--- src/rtl/dds_pkg.sv ---
// Shared definitions for the DDS waveform generator: output waveform mode encodings.
`timescale 1ns/1ps
package dds_pkg;

    typedef enum logic [1:0] {
        MODE_SINE   = 2'd0,
        MODE_SAW    = 2'd1,
        MODE_SQUARE = 2'd2,
        MODE_TRI    = 2'd3
    } mode_t;

endpackage

--- src/rtl/tick_div.sv ---
// Free-running sample-rate divider: one-cycle tick every DIV clocks, counting 0..DIV-1.
`timescale 1ns/1ps
module tick_div #(
    parameter int DIV = 5000
) (
    input  logic clk,
    input  logic rst,
    output logic tick
);

    localparam int CNT_W = (DIV > 1) ? $clog2(DIV) : 1;
    localparam logic [CNT_W-1:0] LAST = CNT_W'(DIV - 1);

    logic [CNT_W-1:0] count;

    always_ff @(posedge clk) begin
        if (rst) begin
            count <= '0;
        end else if (count == LAST) begin
            count <= '0;
        end else begin
            count <= count + CNT_W'(1);
        end
    end

    assign tick = (count == LAST);

endmodule

--- src/rtl/dds_gen.sv ---
// Direct digital synthesis generator: phase accumulator, external sine ROM lookup and
// arithmetic sawtooth/square/triangle shapes, all with a common 3-cycle tick-to-sample latency.
`timescale 1ns/1ps
module dds_gen
    import dds_pkg::*;
#(
    parameter int PHASE_W = 24,
    parameter int ADDR_W  = 10,
    parameter int DATA_W  = 10,
    parameter int DIV     = 5000
) (
    input  logic               clk,
    input  logic               rst,
    input  logic               enable,
    input  logic [PHASE_W-1:0] tune_word,
    input  logic               tune_load,
    input  logic [1:0]         mode,
    output logic [ADDR_W-1:0]  rom_addr,
    input  logic [DATA_W-1:0]  rom_q,
    output logic               tick,
    output logic [DATA_W-1:0]  sample,
    output logic               sample_valid
);

    logic               advance;
    logic [PHASE_W-1:0] phase_p0;
    logic [PHASE_W-1:0] active;
    logic [PHASE_W-1:0] pending;
    mode_t              mode_p0;
    logic               vld_p0;
    logic [DATA_W:0]    top_p1;
    mode_t              mode_p1;
    logic               vld_p1;

    // top holds the phase MSB followed by the next DATA_W bits.
    function automatic logic [DATA_W-1:0] shape(input mode_t m,
                                                input logic [DATA_W:0] top,
                                                input logic [DATA_W-1:0] q);
        logic [DATA_W-1:0] b;
        b = top[DATA_W-1:0];
        case (m)
            MODE_SINE:   return q;
            MODE_SAW:    return top[DATA_W:1];
            MODE_SQUARE: return {DATA_W{top[DATA_W]}};
            default:     return top[DATA_W] ? ~b : b;
        endcase
    endfunction

    tick_div #(.DIV(DIV)) u_div (
        .clk  (clk),
        .rst  (rst),
        .tick (tick)
    );

    assign advance  = tick & enable;
    assign rom_addr = phase_p0[PHASE_W-1 -: ADDR_W];

    // Stage 0: accumulator; the active increment only changes on an enabled tick.
    always_ff @(posedge clk) begin
        if (rst) begin
            phase_p0 <= '0;
            active   <= '0;
            pending  <= '0;
            mode_p0  <= MODE_SINE;
            vld_p0   <= 1'b0;
        end else begin
            if (tune_load) begin
                pending <= tune_word;
            end
            if (advance) begin
                phase_p0 <= phase_p0 + active;
                active   <= tune_load ? tune_word : pending;
                mode_p0  <= mode_t'(mode);
            end
            vld_p0 <= advance;
        end
    end

    // Stage 1: ROM read in flight; carry phase and mode alongside it.
    always_ff @(posedge clk) begin
        top_p1  <= phase_p0[PHASE_W-1 -: DATA_W+1];
        mode_p1 <= mode_p0;
    end

    always_ff @(posedge clk) begin
        if (rst) begin
            vld_p1 <= 1'b0;
        end else begin
            vld_p1 <= vld_p0;
        end
    end

    // Stage 2: select waveform and register the output sample.
    always_ff @(posedge clk) begin
        if (rst) begin
            sample       <= '0;
            sample_valid <= 1'b0;
        end else begin
            if (vld_p1) begin
                sample <= shape(mode_p1, top_p1, rom_q);
            end
            sample_valid <= vld_p1;
        end
    end

endmodule

--- config.mk ---
export PLATFORM = sky130hd
export DESIGN_NAME = dds_gen
export DESIGN_NICKNAME = d
export VERILOG_FILES = /design/src/rtl/dds_pkg.sv /design/src/rtl/tick_div.sv /design/src/rtl/dds_gen.sv
export SDC_FILE = /design/constraint.sdc
export NUM_CORES = 1
export LEC_CHECK = 0
export BUFFER_PORTS_ARGS = -buffer_cell sky130_fd_sc_hd__buf_2
export CAP_MARGIN = 20
export CORE_ASPECT_RATIO = 2
export CORE_MARGIN = 4
export CORE_UTILIZATION = 58
export DETAILED_ROUTE_END_ITERATION = 8
export PLACE_DENSITY_LB_ADDON = 0.1
export SYNTH_ARGS = -nofsm -noshare
export SYNTH_HDL_FRONTEND = slang
export SYNTH_SLANG_ARGS = --single-unit
export TNS_END_PERCENT = 30
--- constraint.sdc ---
create_clock -name clk -period 3.3 [get_ports clk]
set_input_delay 0 -clock clk [delete_from_list [all_inputs] [get_ports clk]]
set_output_delay 0 -clock clk [all_outputs]
set_load 0.05 [all_outputs]
# Word level (Yosys, flattened, before mapping)
# Index checks and enable logic that the tools add are counted.
dict set report totals {
  register_bits 113
  latch_bits 0
  ramBits 0
  mem_bits_ro 0
  in_bits 40
  elab_cells 23
  memories 0
}
dict set report op_classes {
  addsub 2
  n_mul 0
  div 0
  order_cmp 0
  n_eq_ne 3
  shifts 0
  muxes 3
  bitwise_logic 2
  reduce_logical 2
}
# op n
set ops {}
lappend ops {{10-bit one-hot mux with 3 select lines} 1}
lappend ops {{24-bit adder} 1}
lappend ops {{24-bit two-way mux} 1}
lappend ops {{13-bit by 1-bit adder with 13-bit output (second input constant)} 1}
lappend ops {{13-bit == test (second input constant)} 1}
lappend ops {{10-bit two-way mux} 1}
lappend ops {{10-bit inverter} 1}
lappend ops {{2-bit by 1-bit == test with 1-bit output (second input constant)} 1}
lappend ops {{2-bit == test (second input constant)} 1}
lappend ops {{2-bit zero test} 1}
lappend ops {{2-bit OR reduction} 1}
lappend ops {{1-bit AND} 1}

# Longest topological paths before layout
# Gate-level depths: netlist of the first run.
dict set report logic_depth {
  word_depth 3
  mapped_depth 9
  depth_no_buf 9
}

# By module
# A second synthesis of the first run with hierarchy kept.
dict set report hier_totals {
  cells_unflattened 608
  hier_area_um2 5380.2
}
# mod n_inst cells_each area_each_um2
set modules_own_cells {}
lappend modules_own_cells {dds_gen 1 544 4819.6}
lappend modules_own_cells {tick_div 1 64 560.5}

# Least setup slack after synthesis of the first run
# No wires, ideal clock.
dict set report synth_path {
  path_type {reg-to-reg}
  start {register u_div.count[11]}
  end {register u_div.count[10]}
  arrival_time_ns 2.670
  slack_ns 0.503
  stages_incl_launch_ff 6
  n_path_buf 1
  path_cell_list {dfxtp_1 > or4b_1 > nor3_1 > or2_2 > clkbuf_1 > nor2_1}
}
dict set report synth_via {
  elab_chain_len 2
}
# item line
set synth_lines {}
lappend synth_lines {{from (decl)} tick_div.sv:14} ;# logic [CNT_W-1:0] count;
lappend synth_lines {{from (signal assigned)} tick_div.sv:22} ;# count <= count + CNT_W'(1);
lappend synth_lines {{13-bit == test} -}
lappend synth_lines {{net tick} dds_gen.sv:20} ;# output logic tick,
lappend synth_lines {{2-bit OR reduction (no source line)} -}
# The timed path passes the listed nets, and every way through them passes these cells.
# A chain may end at the register's enable or synchronous reset.

# Worst setup path after layout of the first run
dict set report layout_path {
  start {register u_div.count[11]}
  end {register phase_p0[23]}
}
dict set report layout_via {
  elab_chain_len 2
}
# item line
set layout_lines {}
lappend layout_lines {{13-bit == test} tick_div.sv:26} ;# assign tick = (count == LAST);
lappend layout_lines {{1-bit AND} dds_gen.sv:55} ;# assign advance = tick & enable;
lappend layout_lines {{to (signal assigned)} dds_gen.sv:71} ;# phase_p0 <= phase_p0 + active;
lappend layout_lines {{to (decl)} dds_gen.sv:26} ;# logic [PHASE_W-1:0] phase_p0;
# No other way between the ends.

==> results of run 1 <==
-- per-stage QoR --
step,cell area (um^2),cells
2_1_floorplan,5360,604
3_3_place_gp,5620,724
3_5_place_dp,5620,724
4_1_cts,6540,787
5_1_grt,6540,787
6_report,6540,787
-- timing repair --
item,CTS,global route
endpoints found under the hold margin,37,0
gates resized for setup,0,0
hold buffers,32,0
-- layout make-up --
class / instances / share of cell area
timing repair buffer: 99 / 0.103
tap: 102 / 0.0195
sequential: 113 / 0.346
clock inverter: 4 / 0.0107
inverter: 3 / 0.00172
multi-input combinational: 439 / 0.438
clock buffer: 27 / 0.0815
-- state kept, by name, summed over array words and instances (netlist names) --
signal / cells
active: 24
pending: 24
phase_p0: 24
u_div.count: 13
top_p1: 11
sample: 10
mode_p0: 2
mode_p1: 2
sample_valid: 1
vld_p0: 1
vld_p1: 1
-- critical path, cell delays in order (launching register included) --
cell and delay, ns:
dfxtp_1 0.32, or4b_1 0.66, or4_4 0.61, or4_1 0.55, o2111ai_1 0.14, mux2_1 0.34
-- synthesized netlist by cell type, types with 2 or more instances --
cell,number
nand2b_1,11
clkbuf_1,35
nor2b_1,9
nand4_1,4
nand3_1,22
o21a_1,4
a311o_1,4
or2_2,3
o21ai_0,25
ha_1,24
buf_1,3
and2_1,2
dfxtp_1,113
inv_1,3
a22o_1,2
xor2_1,11
nor4b_1,2
xnor2_1,15
a2111oi_0,2
a21oi_1,42
and3_1,11
nor4_1,6
mux2i_1,26
a211oi_1,32
a31oi_1,6
a211o_1,3
a31o_2,3
a21o_1,7
a221o_1,2
nand2_1,38
nor3_1,6
o211ai_1,22
nor2_1,76
buf_4,10
and4_1,4
-- worst max-delay path by stage --
| stage | start | to | slack (ns) |
|---|---|---|---|
| final | u_div.count[11] | phase_p0[23] | 0.56 |
| after global routing | phase_p0[0] | phase_p0[20] | 0.41 |
| after CTS | u_div.count[11] | phase_p0[23] | 0.60 |
| after detailed placement | u_div.count[11] | phase_p0[23] | 0.65 |
| after global placement | u_div.count[11] | phase_p0[23] | 0.69 |
| after floorplan | u_div.count[11] | u_div.count[10] | 0.50 |
-- where the power goes --
part	total, W	internal (W)	leakage [nW]	switching [W]
Clock	0.00183	0.00124	0.299	0.000585
Combinational	0.000134	0.0000670	1.52	0.0000672
Sequential	0.00140	0.00139	0.915	0.00000886
Total	0.00336	0.00270	2.74	0.000661
-- kinds of logic after synthesis --
family,Yosys count,share of synthesized area
AOI/OAI and AO/OA,160,0.197
xor gates and xnor gates,26,0.0425
adders and majority gates,25,0.0598
buffers and inverters,52,0.0449
DFF,113,0.422
muxes,27,0.0507
and+or+nand+nor,201,0.182
-- routing by layer --
layer  vias to the layer above  share of wire  GRT usage  routed length, um
met5                         -              0          0                  0
met4                         0          0.043      0.147                556
li1                       2323              -          -                  -
met2                       119           0.53      0.443               6810
met3                        38          0.042     0.0583                533
met1                      2205           0.38      0.252               4890
==> impl_metrics.yaml, run 1 <==
finish:
  fin_util: 0.726
  mostFrequentLayoutCells: "113 x dfxtp_1, 76 x nor2_1, 61 x buf_2"
  final_nets: 738
  fillers: 700
  multi_input_area_um2: 2870
  diodes: 0
  layout_commonest_cell: "dfxtp_1"
  regArea_um2: 2260
  syn_to_final_growth_pct: 22.2
  drive_above_1_share: 0.153
sta:
  layout_setup_ws_ns: 0.560
  min_period_ns: 2.74
  fin_skew_ns: 0.00849
  tightest_slew_ns: 0.726
  relSlewSlack: 0.516
  fin_hold_ws_ns: 0.123
  hold_violations: 0
  fmax_mhz: 365
  setup_viol: 0
  drv_slew: 0
  final.period_utilization: 0.830
  tns_ns: 0
  grt_setup_unrepaired: "no"
routing:
  routedWlPerCell_um: 16.3
  avgViaCountPerCell: 5.95
  drt_iter0_drc: 200
  antenna_left: 0
  vias: 4685
  drc: 0
  wirelength_mm: 12.8
  firstDrtPassIters: 4
setup_path:
  crit_arrival_ns: 3.03
  critPathRequiredTime_ns: 3.59
  rr_endpoint: "phase_p0[23]"
  rrSetupSlack_ns: 0.56
  endpoint_kind: "register"
  crit_path_start_kind: "register"
  worstRegToRegCells: 5
  crit_type: "register to register"
  worstReg2RegStart: "u_div.count[11]"
  worstPathMaxFanout: 10
synthesis:
  synth_top_area_cell: "dfxtp_1"
  synth_ff_type: "dfxtp_1"
  syn_area_um2: 5360
  seq_area_frac_synth: 0.422
  ys_top_cells_by_area: "dfxtp_1 42%, ha_1 5.6%, nor2_1 5.3%, mux2i_1 4.9%, a211oi_1 4.5%"
  ys_async_sr_fraction: 0
  yosysTopAreaCellShare: 0.422
  ys_warn_count: 0
  syn_avg_cell_area_um2: 8.87
  synth-seq-cells: 113
  synth_cell_types: 51
  synth-edff-count: 0
  syn_nets: 669
  synthesis.instances: 604
clock_tree:
  clkTransAtPathRegs_ns: 0.05
  post-cts-setup-buffers: 0
  cts.path.max_buffers: 2
  htreeDepth: 4
  cts_inserted_buffers: 17
  cts-root-buf: "clkbuf_16"
  clk-insertion-delay-late_ns: 0.41
  tritoncts: "built"
  clock_sinks: 113
power:
  power_density_nw_per_um2: 513
  p_total_w: 0.00336
  p_leak_nw: 2.74
  worst_ir_drop_vdd_mv: 0.487
grt:
  grt_overflow: 0
  antenna_found_initial: 0
  grt_pass1_vias: 4667
  grt_pass1_wl_mm: 21.7
  grt_max_degree: 56
  track_usage: 0.245
floorplan:
  ios: 62
  start_util: 0.594
  die_area_um2: 10900
  row_count: 49
  dieWidth_um: 75.9
  die_h_um: 144
  placeableCoreArea_um2: 9010
place:
  gp_congestion: 0.933
  hpwl_mm: 9.00
  pre_cts_ws_ns: 0.650
  portBuffers: 61
worst_hold_path:
  min_path_type: "input pin to register"
  min_to: "sample[6]"
  min_from: "rom_q[6]"
  hold_depth: 5
run_status:
  outcome: "finished clean"
flow_run:
  cap_violations: 0
(Power assumes the default switching activity.)
==> run 2, diff against run 1 <==
ABC_AREA = 1   (was not set)
CORE_UTILIZATION = 59   (was 58)
clock period = 2.75 ns   (was 3.3 ns; I/O delays follow)
==> impl_metrics.yaml, run 2 <==
setup_path:
  crit_path_start_kind: "register"
  slowest_stage: "o21ai_0"
  rrSetupSlack_ns: 0.64
  cp_cell_sequence: "ha_1 -> fa_1 -> nand2_1 -> nand3_1 -> nand2_1 -> o21ai_0 -> nand2_1 -> nand3_1 -> nand2_1 -> o21ai_1 -> inv_1"
  critPathBufInv: 1
  crit_type: "register to register"
  crit_path_frequent_cell: "nand2_1"
  worstPathMaxFanout: 4
  critPathRequiredTime_ns: 3.05
  cpPeakStageDelay_ns: 0.36
  crit_arrival_ns: 2.41
  endpoint_kind: "register"
  path_delay_family: "adder cells"
finish:
  fillers: 825
  reg.largest.list: "active: 24 flops, pending: 24 flops, phase_p0: 24 flops"
  final_nets: 990
  layout_commonest_cell: "nand2_1"
  diodes: 0
  mostFrequentLayoutCells: "206 x nand2_1, 132 x nor2_1, 113 x dfxtp_1"
  syn_to_final_growth_pct: 20.0
  drive_above_1_share: 0.133
routing:
  avgViaCountPerCell: 5.13
  antenna_left: 0
  vias: 5502
  wirelength_mm: 15.2
  routedWlPerCell_um: 14.2
  drt_iter0_drc: 295
  firstDrtPassIters: 5
  drc: 0
synthesis:
  synth_most_common_cell: "nand2_1"
  synth_top_area_cell: "dfxtp_1"
  ys_async_sr_fraction: 0
  ys_top_cells_by_area: "dfxtp_1 38%, nand2_1 13%, nor2_1 8.2%, inv_1 6.7%, a211oi_2 5.2%"
  seq_area_frac_synth: 0.375
  yosysTopAreaCellShare: 0.375
  syn_avg_cell_area_um2: 7.13
  synth-seq-cells: 113
  synth_common_cells: "206 x nand2_1, 132 x nor2_1, 113 x dfxtp_1"
  synth_ff_type: "dfxtp_1"
  ys_warn_count: 0
  synthesis.instances: 845
  syn_nets: 910
  synth_cell_types: 35
  syn_area_um2: 6030
  synth-edff-count: 0
place:
  pre_cts_ws_ns: 0.721
  gp_congestion: 0.964
  hpwl_mm: 11.1
  portBuffers: 61
sta:
  setup_viol: 0
  layout_setup_ws_ns: 0.644
  tightest_slew_ns: 0.823
  fmax_mhz: 475
  fin_skew_ns: 0.0107
  grt_setup_unrepaired: "no"
  tns_ns: 0
  hold_violations: 0
  final.period_utilization: 0.766
  drv_slew: 0
  relSlewSlack: 0.452
  min_period_ns: 2.11
grt:
  antenna_found_initial: 0
  grt_pass1_vias: 5426
  track_usage: 0.269
  grt_pass1_wl_mm: 25.0
  grtUsageMet2: 0.531
  grt_max_degree: 73
  grt_overflow: 0
  grtUsageMet1: 0.253
  grtUsageMet3: 0.0482
  grt.busiest_layer: "met2"
floorplan:
  dieWidth_um: 79.5
  start_util: 0.598
  placeableCoreArea_um2: 10100
  die_area_um2: 12000
  row_count: 52
  ios: 62
  die_h_um: 151
flow_run:
  cap_violations: 0
clock_tree:
  htreeDepth: 4
  cts_inserted_buffers: 17
  clkTransAtPathRegs_ns: 0.05
  tritoncts: "built"
  ctsResizeCount: 0
  post-cts-setup-buffers: 0
  clock_sinks: 113
  clk-insertion-delay-late_ns: 0.41
  cts.path.max_buffers: 2
  cts-root-buf: "clkbuf_16"
  ctsHoldBuffers: 35
run_status:
  outcome: "finished clean"
worst_hold_path:
  min_path_type: "input pin to register"
power:
  worst_ir_drop_vdd_mv: 0.548
  power_density_nw_per_um2: 548
  p_leak_nw: 3.52
==> run 2: cell count changes in the layout (fill, tap and decap cells not counted), moves of 9 or more <==
cell | before | now
a211oi_1 | 32 | 0
a211oi_2 | 0 | 25
and3_1 | 11 | 0
inv_1 | 3 | 107
nand2_1 | 38 | 206
nand2b_1 | 11 | 0
nand3_1 | 22 | 46
nor2_1 | 76 | 132
nor2b_1 | 9 | 0
o211ai_1 | 22 | 1
o21ai_1 | 0 | 11
==> run 2: stage by stage <==
stage / hold WS [ns] / total power (W) / instance area [um^2] / cells / utilization
after floorplan: 0.163 / 0.00179 / 6030 / 845 / -
after global placement: 0.250 / 0.00184 / 6310 / 1006 / 0.625
after detailed placement: 0.254 / 0.00184 / 6310 / 1006 / 0.625
after CTS: 0.00809 / 0.00399 / 7230 / 1072 / 0.717
after global routing: 0.0652 / 0.00408 / 7230 / 1072 / 0.717
final: 0.0201 / 0.00396 / 7230 / 1072 / 0.717
==> run 2: logic make-up (layout without fill, tap and decap cells) <==
| kind of cell | after synthesis | in the layout | synth area share |
|---|---|---|---|
| multiplexers | 24 | 24 | 0.0399 |
| adder cells (fa/ha/maj) | 25 | 25 | 0.0532 |
| flip-flops | 113 | 113 | 0.375 |
| XOR/XNOR | 10 | 10 | 0.0145 |
| AO/OA/AOI/OAI | 113 | 113 | 0.126 |
| buffers and inverters | 145 | 237 | 0.105 |
| AND/OR/NAND/NOR | 415 | 415 | 0.286 |
==> run 2: final cells by class <==
class / count / area (um^2) / share of cell area
multi-input combinational: 587 / 3130 / 0.433
clock buffer: 21 / 460 / 0.0637
sequential: 113 / 2260 / 0.313
inverter: 107 / 402 / 0.0556
timing repair buffer: 99 / 691 / 0.0956
clock inverter: 10 / 111 / 0.0154
tap: 135 / 169 / 0.0234
==> run 2: tightest hold or removal path, cell delays in order <==
cell and delay (ns):
buf_2 0.10, nand2_1 0.07, nand3_1 0.07, nand2_1 0.07, a21oi_1 0.06
==> run 2: path summary, 6_finish.rpt <==
path | start | endpoint | cells past startpoint
max | phase_p0[0] | phase_p0[16] | 11
max reg2reg | phase_p0[0] | phase_p0[16] | 11
min reg2reg | mode_p0[1] | mode_p1[1] | 0
min | rom_q[0] | sample[0] | 5
==> run 2: where the power goes <==
group          switching (W)  internal [W]
registers         0.00000830       0.00166
clock network       0.000747       0.00137
logic              0.0000906     0.0000846
==> run 2: metal layers <==
| layer | vias to the layer above | share of wire |
|---|---|---|
| met2 | 118 | 0.57 |
| met1 | 2482 | 0.35 |
| met4 | 0 | 0.044 |
| met3 | 39 | 0.030 |
| li1 | 2863 | - |
| met5 | - | 0 |
==> run 3, diff against run 2 <==
CORE_UTILIZATION = 54   (was 59)
clock period = 1.8 ns   (was 2.75 ns; I/O delays follow)
==> impl_metrics.yaml, run 3 (synthesized netlist as in run 2, its figures left out) <==
floorplan:
  die_area_um2: 13000
  row_count: 54
  ios: 62
  die_h_um: 157
  placeableCoreArea_um2: 10900
  start_util: 0.551
  dieWidth_um: 82.7
routing:
  firstDrtPassIters: 5
  wirelength_mm: 17.2
  vias: 5835
  avgViaCountPerCell: 5.21
  drt_iter0_drc: 267
  antenna_left: 0
  drc: 0
  routedWlPerCell_um: 15.4
sta:
  tightest_slew_ns: 0.686
  drv_slew: 0
  relSlewSlack: 0.541
  tns_ns: 0
  fin_skew_ns: 0.0123
  grt_setup_unrepaired: "yes"
  fmax_mhz: 573
  setup_viol: 0
  final.period_utilization: 0.970
  hold_violations: 0
  min_period_ns: 1.75
power:
  power_density_nw_per_um2: 800
  p_leak_nw: 3.78
  worst_ir_drop_vdd_mv: 0.892
  p_total_w: 0.00648
finish:
  syn_to_final_growth_pct: 34.4
  final_cells: 1120
  fin_util: 0.740
  diodes: 0
  drive_above_1_share: 0.242
  layout_commonest_cell: "nand2_1"
  regArea_um2: 2270
  mostFrequentLayoutCells: "194 x nand2_1, 120 x nor2_1, 108 x dfxtp_1"
  fillers: 858
  reg.largest.list: "active: 24 flops, pending: 24 flops, phase_p0: 24 flops"
  final_nets: 1032
  multi_input_area_um2: 3480
clock_tree:
  htreeDepth: 4
  tritoncts: "built"
  cts-root-buf: "clkbuf_16"
  clock_sinks: 113
  clk-insertion-delay-late_ns: 0.42
  clkTransAtPathRegs_ns: 0.06
  cts_inserted_buffers: 17
  cts.path.max_buffers: 2
setup_path:
  cp_cell_sequence: "or2_4 -> nor2_4 -> nand4_4 -> nor2_8 -> buf_12 -> buf_12 -> nand2_1 -> nor2_2 -> nor2_1"
  worstPathMaxFanout: 9
  crit_path_frequent_cell: "buf_12"
  endpoint_kind: "register"
  cpPeakStageDelay_ns: 0.35
  crit_type: "register to register"
  crit_path_start_kind: "register"
  critPathRequiredTime_ns: 2.10
  slowest_stage: "dfxtp_2"
  crit_arrival_ns: 2.05
place:
  portBuffers: 61
  gp_congestion: 0.964
  hpwl_mm: 11.7
  dp.cells: 1042
worst_hold_path:
  min_path_type: "input pin to register"
grt:
  grt_max_degree: 66
  grt_pass1_wl_mm: 26.2
  grt_pass1_vias: 5839
  track_usage: 0.264
  grt_overflow: 0
  antenna_found_initial: 0
flow_run:
  cap_violations: 0
run_status:
  outcome: "finished clean"
[run 3: cell count changes in the layout (fill, tap and decap cells not counted), moves of 12 or more]
cell,before,now
buf_4,2,33
ha_1,24,3
ha_4,0,15
nand2_2,0,12
nor2_1,132,120
nand2_1,206,194
[run 3: through the flow]
| stage | area (um^2) | setup WS, ns | hold WS, ns |
|---|---|---|---|
| 6_report | 8100 | 0.0546 | 0.0143 |
| 5_1_grt | 8100 | -0.0605 | 0.0624 |
| 4_1_cts | 7600 | -0.0549 | 0.0150 |
| 3_5_place_dp | 6580 | -0.0644 | 0.276 |
| 3_3_place_gp | 6580 | -0.0353 | 0.247 |
| 2_1_floorplan | 6030 | 0.0517 | 0.163 |
[run 3: layout make-up]
class / count / area share
sequential: 113 / 0.280
tap: 140 / 0.0216
timing repair buffer: 141 / 0.141
clock buffer: 18 / 0.0542
multi-input combinational: 587 / 0.429
inverter: 107 / 0.0496
clock inverter: 14 / 0.0249
[run 3: timing repair]
item / in CTS / in global routing
hold endpoints to repair: 43 / 0
setup endpoints to repair: 8 / 43
buffers inserted: 0 / 7
hold buffers: 36 / 0
gates resized for setup: 5 / 74
pin swaps: 0 / 8
cloned: 0 / 3
[run 3: final timing paths]
check	cells after the start	start	to	slack (ns)
hold reg to reg	0	mode_p0[0]	mode_p1[0]	0.35
setup / recovery	9	u_div.count[5]	phase_p0[14]	0.05
setup reg to reg	9	u_div.count[5]	phase_p0[14]	0.05
hold / removal	3	enable	vld_p0	0.01
[run 3: worst max-delay path: cells and delay by family (launching register included)]
kind | cells | cell delay (ns)
buf+inv | 2 | 0.26
simple gates | 7 | 1.00
flops | 1 | 0.35
[run 3: routing by layer]
| layer | track usage | share of wire |
|---|---|---|
| met1 | 0.247 | 0.36 |
| met2 | 0.508 | 0.56 |
| met3 | 0.0487 | 0.034 |
| met4 | 0.147 | 0.050 |
| met5 | 0 | 0 |
[run 3: power by group]
part           switching (W)  internal (W)  leakage (nW)
Combinational       0.000137      0.000136          2.55
Clock                0.00128       0.00237         0.308
Sequential         0.0000126       0.00254         0.918
Total                0.00143       0.00505          3.78
